## config.mk

```make
export PLATFORM = sky130hd
export DESIGN_NAME = interrupt_sequencer_flat
export DESIGN_NICKNAME = d
export VERILOG_FILES = /design/src/rtl/irq_pkg.sv /design/src/rtl/interrupt_sequencer_if.sv /design/src/rtl/irq_edge_latch.sv /design/src/rtl/interrupt_sequencer.sv /design/src/flat_wrapper.sv
export SDC_FILE = /design/constraint.sdc
export NUM_CORES = 1
export LEC_CHECK = 0
export ABC_AREA = 1
export BUFFER_PORTS_ARGS = -buffer_cell sky130_fd_sc_hd__buf_2
export CAP_MARGIN = 20
export CELL_PAD_IN_SITES_DETAIL_PLACEMENT = 1
export CELL_PAD_IN_SITES_GLOBAL_PLACEMENT = 1
export CORE_MARGIN = 4
export CORE_UTILIZATION = 36
export DETAILED_ROUTE_END_ITERATION = 7
export PLACE_DENSITY_LB_ADDON = 0.25
export SYNTH_ARGS = -nofsm -noshare
export SYNTH_HDL_FRONTEND = slang
export SYNTH_SLANG_ARGS = --single-unit
```

## constraint.sdc

```tcl
create_clock -name clk -period 1.8 [get_ports clk]
set_clock_uncertainty 0.2 [all_clocks]
set_input_delay 0.09 -clock clk [delete_from_list [all_inputs] [get_ports clk]]
set_output_delay 0.09 -clock clk [all_outputs]
set_load 0.05 [all_outputs]
```

## src/rtl/irq_pkg.sv

```systemverilog
// Shared types and constants for the interrupt entry sequencer.
package irq_pkg;

    // Sequencer states, in the order they are walked on entry.
    typedef enum logic [2:0] {
        StIdle,
        StDrain,
        StPushPch,
        StPushPcl,
        StPushCcr,
        StRdVech,
        StRdVecl,
        StLoad
    } irq_state_e;

    // Stack push order. RTI pops in reverse: CCR, then PC low, then PC high.
    typedef enum logic [1:0] {
        PushPch  = 2'd0,
        PushPcl  = 2'd1,
        PushCcr  = 2'd2,
        PushNone = 2'd3
    } push_slot_e;

    localparam logic [11:0] VEC_ADDR_DEFAULT = 12'h000;

    // Which stack slot a state writes, PushNone for non-push states.
    function automatic push_slot_e push_slot(irq_state_e st);
        push_slot_e slot;
        case (st)
            StPushPch: slot = PushPch;
            StPushPcl: slot = PushPcl;
            StPushCcr: slot = PushCcr;
            default:   slot = PushNone;
        endcase
        return slot;
    endfunction

endpackage

```

## src/rtl/interrupt_sequencer_if.sv

```systemverilog
// Data-memory requester port between the sequencer and the memory arbiter.
interface interrupt_sequencer_if #(
    parameter int unsigned ADDR_W = 12,
    parameter int unsigned DATA_W = 16
);
    logic              mem_req;
    logic              mem_we;
    logic              mem_use_sp;
    logic [ADDR_W-1:0] mem_addr;
    logic [DATA_W-1:0] mem_wdata;
    logic              mem_gnt;
    logic [DATA_W-1:0] mem_rdata;

    modport master (
        output mem_req, mem_we, mem_use_sp, mem_addr, mem_wdata,
        input  mem_gnt, mem_rdata
    );

    modport slave (
        input  mem_req, mem_we, mem_use_sp, mem_addr, mem_wdata,
        output mem_gnt, mem_rdata
    );
endinterface

```

## src/rtl/irq_edge_latch.sv

```systemverilog
// Rising-edge detector on the interrupt line feeding a one-deep pending flag.
module irq_edge_latch (
    input  logic clk,
    input  logic rst,
    input  logic irq_i,
    input  logic clear_i,
    output logic pending_o
);
    logic irq_q, irq_d;
    logic pending_q, pending_d;
    logic rise;

    // Next-state: a fresh edge wins over a same-cycle clear so it is not lost.
    always_comb begin
        rise      = irq_i & ~irq_q;
        irq_d     = irq_i;
        pending_d = pending_q;
        if (clear_i) pending_d = 1'b0;
        if (rise)    pending_d = 1'b1;
    end

    // State registers.
    always_ff @(posedge clk or negedge rst) begin
        if (!rst) begin
            irq_q     <= 1'b0;
            pending_q <= 1'b0;
        end else begin
            irq_q     <= irq_d;
            pending_q <= pending_d;
        end
    end

    assign pending_o = pending_q;
endmodule

```

## src/rtl/interrupt_sequencer.sv

```systemverilog
// Interrupt entry: drain the pipe, push PC/CCR, fetch the vector, redirect PC.
module interrupt_sequencer
    import irq_pkg::*;
#(
    parameter int unsigned       PC_W         = 32,
    parameter int unsigned       DATA_W       = 16,
    parameter int unsigned       ADDR_W       = 12,
    parameter int unsigned       CCR_W        = 3,
    parameter logic [ADDR_W-1:0] VEC_ADDR     = VEC_ADDR_DEFAULT,
    parameter int unsigned       DRAIN_CYCLES = 3
) (
    input  logic                   clk,
    input  logic                   rst,
    input  logic                   interrupt,
    input  logic                   cu_busy,
    input  logic                   rti_done,
    input  logic [PC_W-1:0]        pc_next,
    input  logic [CCR_W-1:0]       ccr_in,
    output logic                   fetch_stall,
    output logic                   flush_ifid,
    output logic                   pc_load,
    output logic [PC_W-1:0]        pc_load_value,
    output logic                   in_service,
    interrupt_sequencer_if.master  mem
);
    localparam int unsigned CNT_W = (DRAIN_CYCLES > 1) ? $clog2(DRAIN_CYCLES) : 1;
    localparam logic [CNT_W-1:0] CNT_LOAD = CNT_W'(DRAIN_CYCLES - 1);

    irq_state_e        state_q, state_d;
    logic [CNT_W-1:0]  cnt_q, cnt_d;
    logic [PC_W-1:0]   saved_pc_q, saved_pc_d;
    logic [CCR_W-1:0]  saved_ccr_q, saved_ccr_d;
    logic [DATA_W-1:0] vec_hi_q, vec_hi_d;
    logic [DATA_W-1:0] vec_lo_q, vec_lo_d;
    logic              in_service_q, in_service_d;
    logic              pending;
    logic              entry;

    irq_edge_latch u_edge (
        .clk       (clk),
        .rst       (rst),
        .irq_i     (interrupt),
        .clear_i   (entry),
        .pending_o (pending)
    );

    assign entry = (state_q == StIdle) && pending && !cu_busy && !in_service_q;

    // Next-state and captured-register logic.
    always_comb begin
        state_d      = state_q;
        cnt_d        = cnt_q;
        saved_pc_d   = saved_pc_q;
        saved_ccr_d  = saved_ccr_q;
        vec_hi_d     = vec_hi_q;
        vec_lo_d     = vec_lo_q;
        in_service_d = in_service_q;
        if (rti_done) in_service_d = 1'b0;

        unique case (state_q)
            StIdle: begin
                if (entry) begin
                    state_d    = StDrain;
                    saved_pc_d = pc_next;
                    cnt_d      = CNT_LOAD;
                end
            end
            StDrain: begin
                if (cnt_q == '0) begin
                    // Flags are sampled only once older instructions have retired.
                    saved_ccr_d = ccr_in;
                    state_d     = StPushPch;
                end else begin
                    cnt_d = cnt_q - 1'b1;
                end
            end
            StPushPch: if (mem.mem_gnt) state_d = StPushPcl;
            StPushPcl: if (mem.mem_gnt) state_d = StPushCcr;
            StPushCcr: if (mem.mem_gnt) state_d = StRdVech;
            StRdVech: begin
                if (mem.mem_gnt) begin
                    vec_hi_d = mem.mem_rdata;
                    state_d  = StRdVecl;
                end
            end
            StRdVecl: begin
                if (mem.mem_gnt) begin
                    vec_lo_d = mem.mem_rdata;
                    state_d  = StLoad;
                end
            end
            StLoad: begin
                in_service_d = 1'b1;
                state_d      = StIdle;
            end
            default: state_d = StIdle;
        endcase
    end

    // State registers; reset aborts any sequence in progress.
    always_ff @(posedge clk or negedge rst) begin
        if (!rst) begin
            state_q      <= StIdle;
            cnt_q        <= '0;
            saved_pc_q   <= '0;
            saved_ccr_q  <= '0;
            vec_hi_q     <= '0;
            vec_lo_q     <= '0;
            in_service_q <= 1'b0;
        end else begin
            state_q      <= state_d;
            cnt_q        <= cnt_d;
            saved_pc_q   <= saved_pc_d;
            saved_ccr_q  <= saved_ccr_d;
            vec_hi_q     <= vec_hi_d;
            vec_lo_q     <= vec_lo_d;
            in_service_q <= in_service_d;
        end
    end

    // Moore outputs decoded from state and captured registers.
    always_comb begin
        fetch_stall    = (state_q != StIdle);
        flush_ifid     = (state_q == StDrain) && (cnt_q == CNT_LOAD);
        pc_load        = (state_q == StLoad);
        pc_load_value  = (state_q == StLoad) ? PC_W'({vec_hi_q, vec_lo_q}) : '0;
        in_service     = in_service_q;

        mem.mem_req    = 1'b0;
        mem.mem_we     = 1'b0;
        mem.mem_use_sp = 1'b0;
        mem.mem_addr   = '0;
        mem.mem_wdata  = '0;

        unique case (state_q)
            StPushPch, StPushPcl, StPushCcr: begin
                mem.mem_req    = 1'b1;
                mem.mem_we     = 1'b1;
                mem.mem_use_sp = 1'b1;
            end
            StRdVech: begin
                mem.mem_req  = 1'b1;
                mem.mem_addr = VEC_ADDR;
            end
            StRdVecl: begin
                mem.mem_req  = 1'b1;
                mem.mem_addr = VEC_ADDR + ADDR_W'(1);
            end
            default: ;
        endcase

        unique case (push_slot(state_q))
            PushPch: mem.mem_wdata = saved_pc_q[PC_W-1:DATA_W];
            PushPcl: mem.mem_wdata = saved_pc_q[DATA_W-1:0];
            PushCcr: mem.mem_wdata = DATA_W'(saved_ccr_q);
            default: mem.mem_wdata = '0;
        endcase
    end
endmodule

```

## src/flat_wrapper.sv

```systemverilog
// flat-port wrapper written by rule: the top's interface ports become plain ports
module interrupt_sequencer_flat import irq_pkg::*;
#(
    parameter int unsigned       PC_W         = 32,
    parameter int unsigned       DATA_W       = 16,
    parameter int unsigned       ADDR_W       = 12,
    parameter int unsigned       CCR_W        = 3,
    parameter logic [ADDR_W-1:0] VEC_ADDR     = VEC_ADDR_DEFAULT,
    parameter int unsigned       DRAIN_CYCLES = 3
)
  (clk, rst, interrupt, cu_busy, rti_done, pc_next, ccr_in, fetch_stall, flush_ifid, pc_load, pc_load_value, in_service, mem_mem_req, mem_mem_we, mem_mem_use_sp, mem_mem_addr, mem_mem_wdata, mem_mem_gnt, mem_mem_rdata);
  interrupt_sequencer_if #(.ADDR_W(ADDR_W), .DATA_W(DATA_W)) mem_i ();
  input  logic clk;
  input  logic rst;
  input  logic interrupt;
  input  logic cu_busy;
  input  logic rti_done;
  input  logic [PC_W-1:0] pc_next;
  input  logic [CCR_W-1:0] ccr_in;
  output logic fetch_stall;
  output logic flush_ifid;
  output logic pc_load;
  output logic [PC_W-1:0] pc_load_value;
  output logic in_service;
  output wire logic [$bits(mem_i.mem_req)-1:0] mem_mem_req;
  output wire logic [$bits(mem_i.mem_we)-1:0] mem_mem_we;
  output wire logic [$bits(mem_i.mem_use_sp)-1:0] mem_mem_use_sp;
  output wire logic [$bits(mem_i.mem_addr)-1:0] mem_mem_addr;
  output wire logic [$bits(mem_i.mem_wdata)-1:0] mem_mem_wdata;
  input wire logic [$bits(mem_i.mem_gnt)-1:0] mem_mem_gnt;
  input wire logic [$bits(mem_i.mem_rdata)-1:0] mem_mem_rdata;
  assign mem_mem_req = mem_i.mem_req;
  assign mem_mem_we = mem_i.mem_we;
  assign mem_mem_use_sp = mem_i.mem_use_sp;
  assign mem_mem_addr = mem_i.mem_addr;
  assign mem_mem_wdata = mem_i.mem_wdata;
  assign mem_i.mem_gnt = mem_mem_gnt;
  assign mem_i.mem_rdata = mem_mem_rdata;
  interrupt_sequencer #(.PC_W(PC_W), .DATA_W(DATA_W), .ADDR_W(ADDR_W), .CCR_W(CCR_W), .VEC_ADDR(VEC_ADDR), .DRAIN_CYCLES(DRAIN_CYCLES)) u_core (.clk(clk), .rst(rst), .interrupt(interrupt), .cu_busy(cu_busy), .rti_done(rti_done), .pc_next(pc_next), .ccr_in(ccr_in), .fetch_stall(fetch_stall), .flush_ifid(flush_ifid), .pc_load(pc_load), .pc_load_value(pc_load_value), .in_service(in_service), .mem(mem_i));
endmodule
```

==> results.txt <==
CTS Buffer Depth = 2
Seq. cell area = 1880 um^2
Setup CP Type = flop to output pin
drt first pass iters = 4
final worst path period share = 106%
Die H = 108 um
CTS tree = yes
Final ANT Viol Nets = 0
Initial Util = 36.7%
Port Buffer Count = 112
r2r worst-path depth = 8
Cell Rows = 36
largest net degree at the start of global routing = 45
minimum clock period = 1.91 ns
n_diodes = 0
Setup WS post-layout = -0.106 ns
Clk pwr share = 17.0%
filler instances = 1,117
non-filler cells, final = 770
Post-Syn Area per Cell = 8.02 um^2
Syn. warnings = 0
Worst-path clk slew = 0.08 ns
number of instances in the placed design = 683
Reg2Reg Setup Slack = -0.02 ns
CORE AREA = 9730 um^2
status = finished, violations left
DP Area = 4320 um^2
switch share = 45.4%
required time of the worst setup path = 1.51 ns
Worst setup SP type = flop
Synth Instances = 445
final setup TNS = -2.01 ns
Max Freq = 525 MHz
fraction of layout cells with a size suffix above 1 = 35.5%
CTS Sinks = 75
first-pass GRT wire length = 20.5 mm
Total Wirelength = 13.6 mm
GRT Util Overall = 22.9%
RSZ-0062 raised after global routing = yes
P_sw = 0.00460 W
Final Hold Fails = 0
crit path DAT = 1.62 ns
1st-iter DRT viols = 134
Final Slew Violations = 0
fin area = 5930 um^2
sequential-to-total area share from yosys stat = 52.6%
CTS H-tree lvls = 3
antenna violations before repair = 0
distinct cell type count after synthesis = 23
fin util = 60.9%
multi-input logic area = 1520 um^2
post-place setup slack = 0.0745 ns
crit-path max FO = 7
Via-to-Cell Ratio = 4.80
Final HPWL DP = 7.15 mm
vias post-DR = 3,699
Final nets = 691
Leak = 3.09 nW
HP Class = primary input to async pin
reg2reg start = u_core.state_q[1]
FF+latch count, synth = 75
# Max-Cap Violations = 0
Pwr Density = 1710 nW/um^2
crit path capture type = output pin
Top Ports = 124
Sequential Power Share = 29.5%
clk root buf = clkbuf_8
failing checks = setup timing
Routed WL per cell = 17.7 um
Die ar. = 11,600 um^2
GPL Wtd Cong = 0.818
Mapped Area = 3570 um^2
Power Internal = 0.00553 W
clk_lat worst skew = 0.34 ns
area added between synthesis and finish = 66.0%
Setup-failing EPs final = 53
cts bufs inserted = 9
total gr overflow = 0
vias in the first global route = 4,055
Comb pwr share = 53.5%
Die W = 108 um
RR Endpoint = u_core.saved_pc_q[24]
peak supply drop = 752 uV
DRC viols = 0
-- layer usage --
metal	vias up	global-route usage, %	share of wire, %
li1	1725	-	-
met1	1840	25.5	38
met2	108	43.2	56
met3	26	3.48	3.9
met4	0	9.56	2.1
met5	-	0	0
-- logic make-up (layout without fill, tap and decap cells) --
logic type / count (synthesis) / in the layout / share of synthesized area, %
simple gates: 213 / 213 / 25.1
buf+inv: 100 / 282 / 12.4
flops: 75 / 75 / 52.6
compound gates: 53 / 53 / 8.86
fa+ha+maj: 2 / 2 / 0.701
other cells: 1 / 11 / 0.105
xor+xnor: 1 / 1 / 0.245
-- placed cells by master, fill, tap and decap left out --
cell type,count
nor2_1,12
buf_4,24
nand3_4,1
nand3_2,6
o21ai_1,17
a22o_1,4
clkbuf_8,9
nand4_1,2
o21ai_0,22
dlygate4sd3_1,54
clkbuf_1,1
o21a_1,1
inv_1,60
inv_2,3
nor2_2,21
bufinv_16,4
nand2_2,11
clkinvlp_4,1
inv_6,1
nand2_1,115
nor3_4,1
buf_16,1
buf_2,56
inv_4,3
buf_12,2
clkinv_1,1
buf_8,18
a22o_4,9
nor2_4,8
dfrtp_1,72
xor2_1,1
dfrtp_2,3
conb_1,11
buf_6,44
ha_1,2
nand3_1,36
-- through the flow --
stage          hold WS [ns]  power [W]
2_1_floorplan        -0.406    0.00575
5_1_grt              0.0518     0.0107
4_1_cts              0.0209    0.00949
3_5_place_dp         -0.143    0.00682
3_3_place_gp         -0.147    0.00667
6_report             0.0229     0.0101
-- cell usage after synthesis --
cell	count	area, um^2
ha_1	2	25.0
clkinv_1	1	3.75
inv_2	1	3.75
nor2_4	2	22.5
buf_2	8	40.0
a22o_1	13	114
nand4_1	2	12.5
nor3_4	1	16.3
inv_1	64	240
o21ai_0	22	110
nand2_1	124	465
nor2_1	39	146
nand2_2	2	12.5
inv_4	1	6.26
o21a_1	1	7.51
xor2_1	1	8.76
nand3_1	42	210
o21ai_1	17	85.1
dfrtp_1	75	1880
conb_1	1	3.75
clkbuf_1	10	37.5
buf_4	15	113
nand3_2	1	10.0
-- worst max-delay path by stage --
stage | cells past startpoint | end | from
2_1_floorplan | 3 | pc_load_value[22] | u_core.state_q[2]
3_3_place_gp | 6 | mem_mem_wdata[10] | u_core.state_q[2]
3_5_place_dp | 6 | mem_mem_wdata[2] | u_core.state_q[1]
4_1_cts | 6 | mem_mem_wdata[10] | u_core.state_q[0]
5_1_grt | 5 | pc_load_value[2] | u_core.state_q[0]
6_report | 5 | mem_mem_wdata[6] | u_core.state_q[1]
-- registers in the layout, summed over array words and instances, names as in the netlist --
name and count:
u_core.saved_pc_q 32, u_core.u_edge.pending_o 1, u_core.vec_hi_q 16, u_core.vec_lo_q 16
u_core.state_q 3, u_core.u_edge.irq_q 1, u_core.cnt_q 2, u_core.saved_ccr_q 3
u_core.in_service 1
-- final cells by class --
class	count	share of cell area, %
Timing Repair Buffer	199	30.9
Tap cell	133	2.81
Sequential cell	75	31.7
Clock buffer	10	2.15
Inverter	67	4.37
Clock inverter	6	2.30
Multi-Input combinational cell	280	25.7
-- power groups by stage --
| stage | sequential [W] | combinational, W | clock [W] |
|---|---|---|---|
| 2_1_floorplan | 0.00280 | 0.00295 | 0 |
| 3_3_place_gp | 0.00287 | 0.00380 | 0 |
| 3_5_place_dp | 0.00290 | 0.00392 | 0 |
| 4_1_cts | 0.00291 | 0.00484 | 0.00174 |
| 5_1_grt | 0.00307 | 0.00584 | 0.00184 |
| 6_report | 0.00299 | 0.00542 | 0.00172 |
-- critical path, cell delays in order, from the launching register on --
cell	delay (ns)
dfrtp_2	0.44
nand2_2	0.12
nor2_4	0.19
buf_6	0.17
a22o_1	0.18
buf_6	0.17
-- timing repair --
action	in CTS	in global routing
gates cloned	2	0
buffers inserted	8	7
pin swaps	6	4
resized for setup	135	67
endpoints found under the hold margin	145	0
hold buffers	54	0
endpoints found under the setup margin	55	86
No activity file was read; power rests on OpenSTA's default activity.
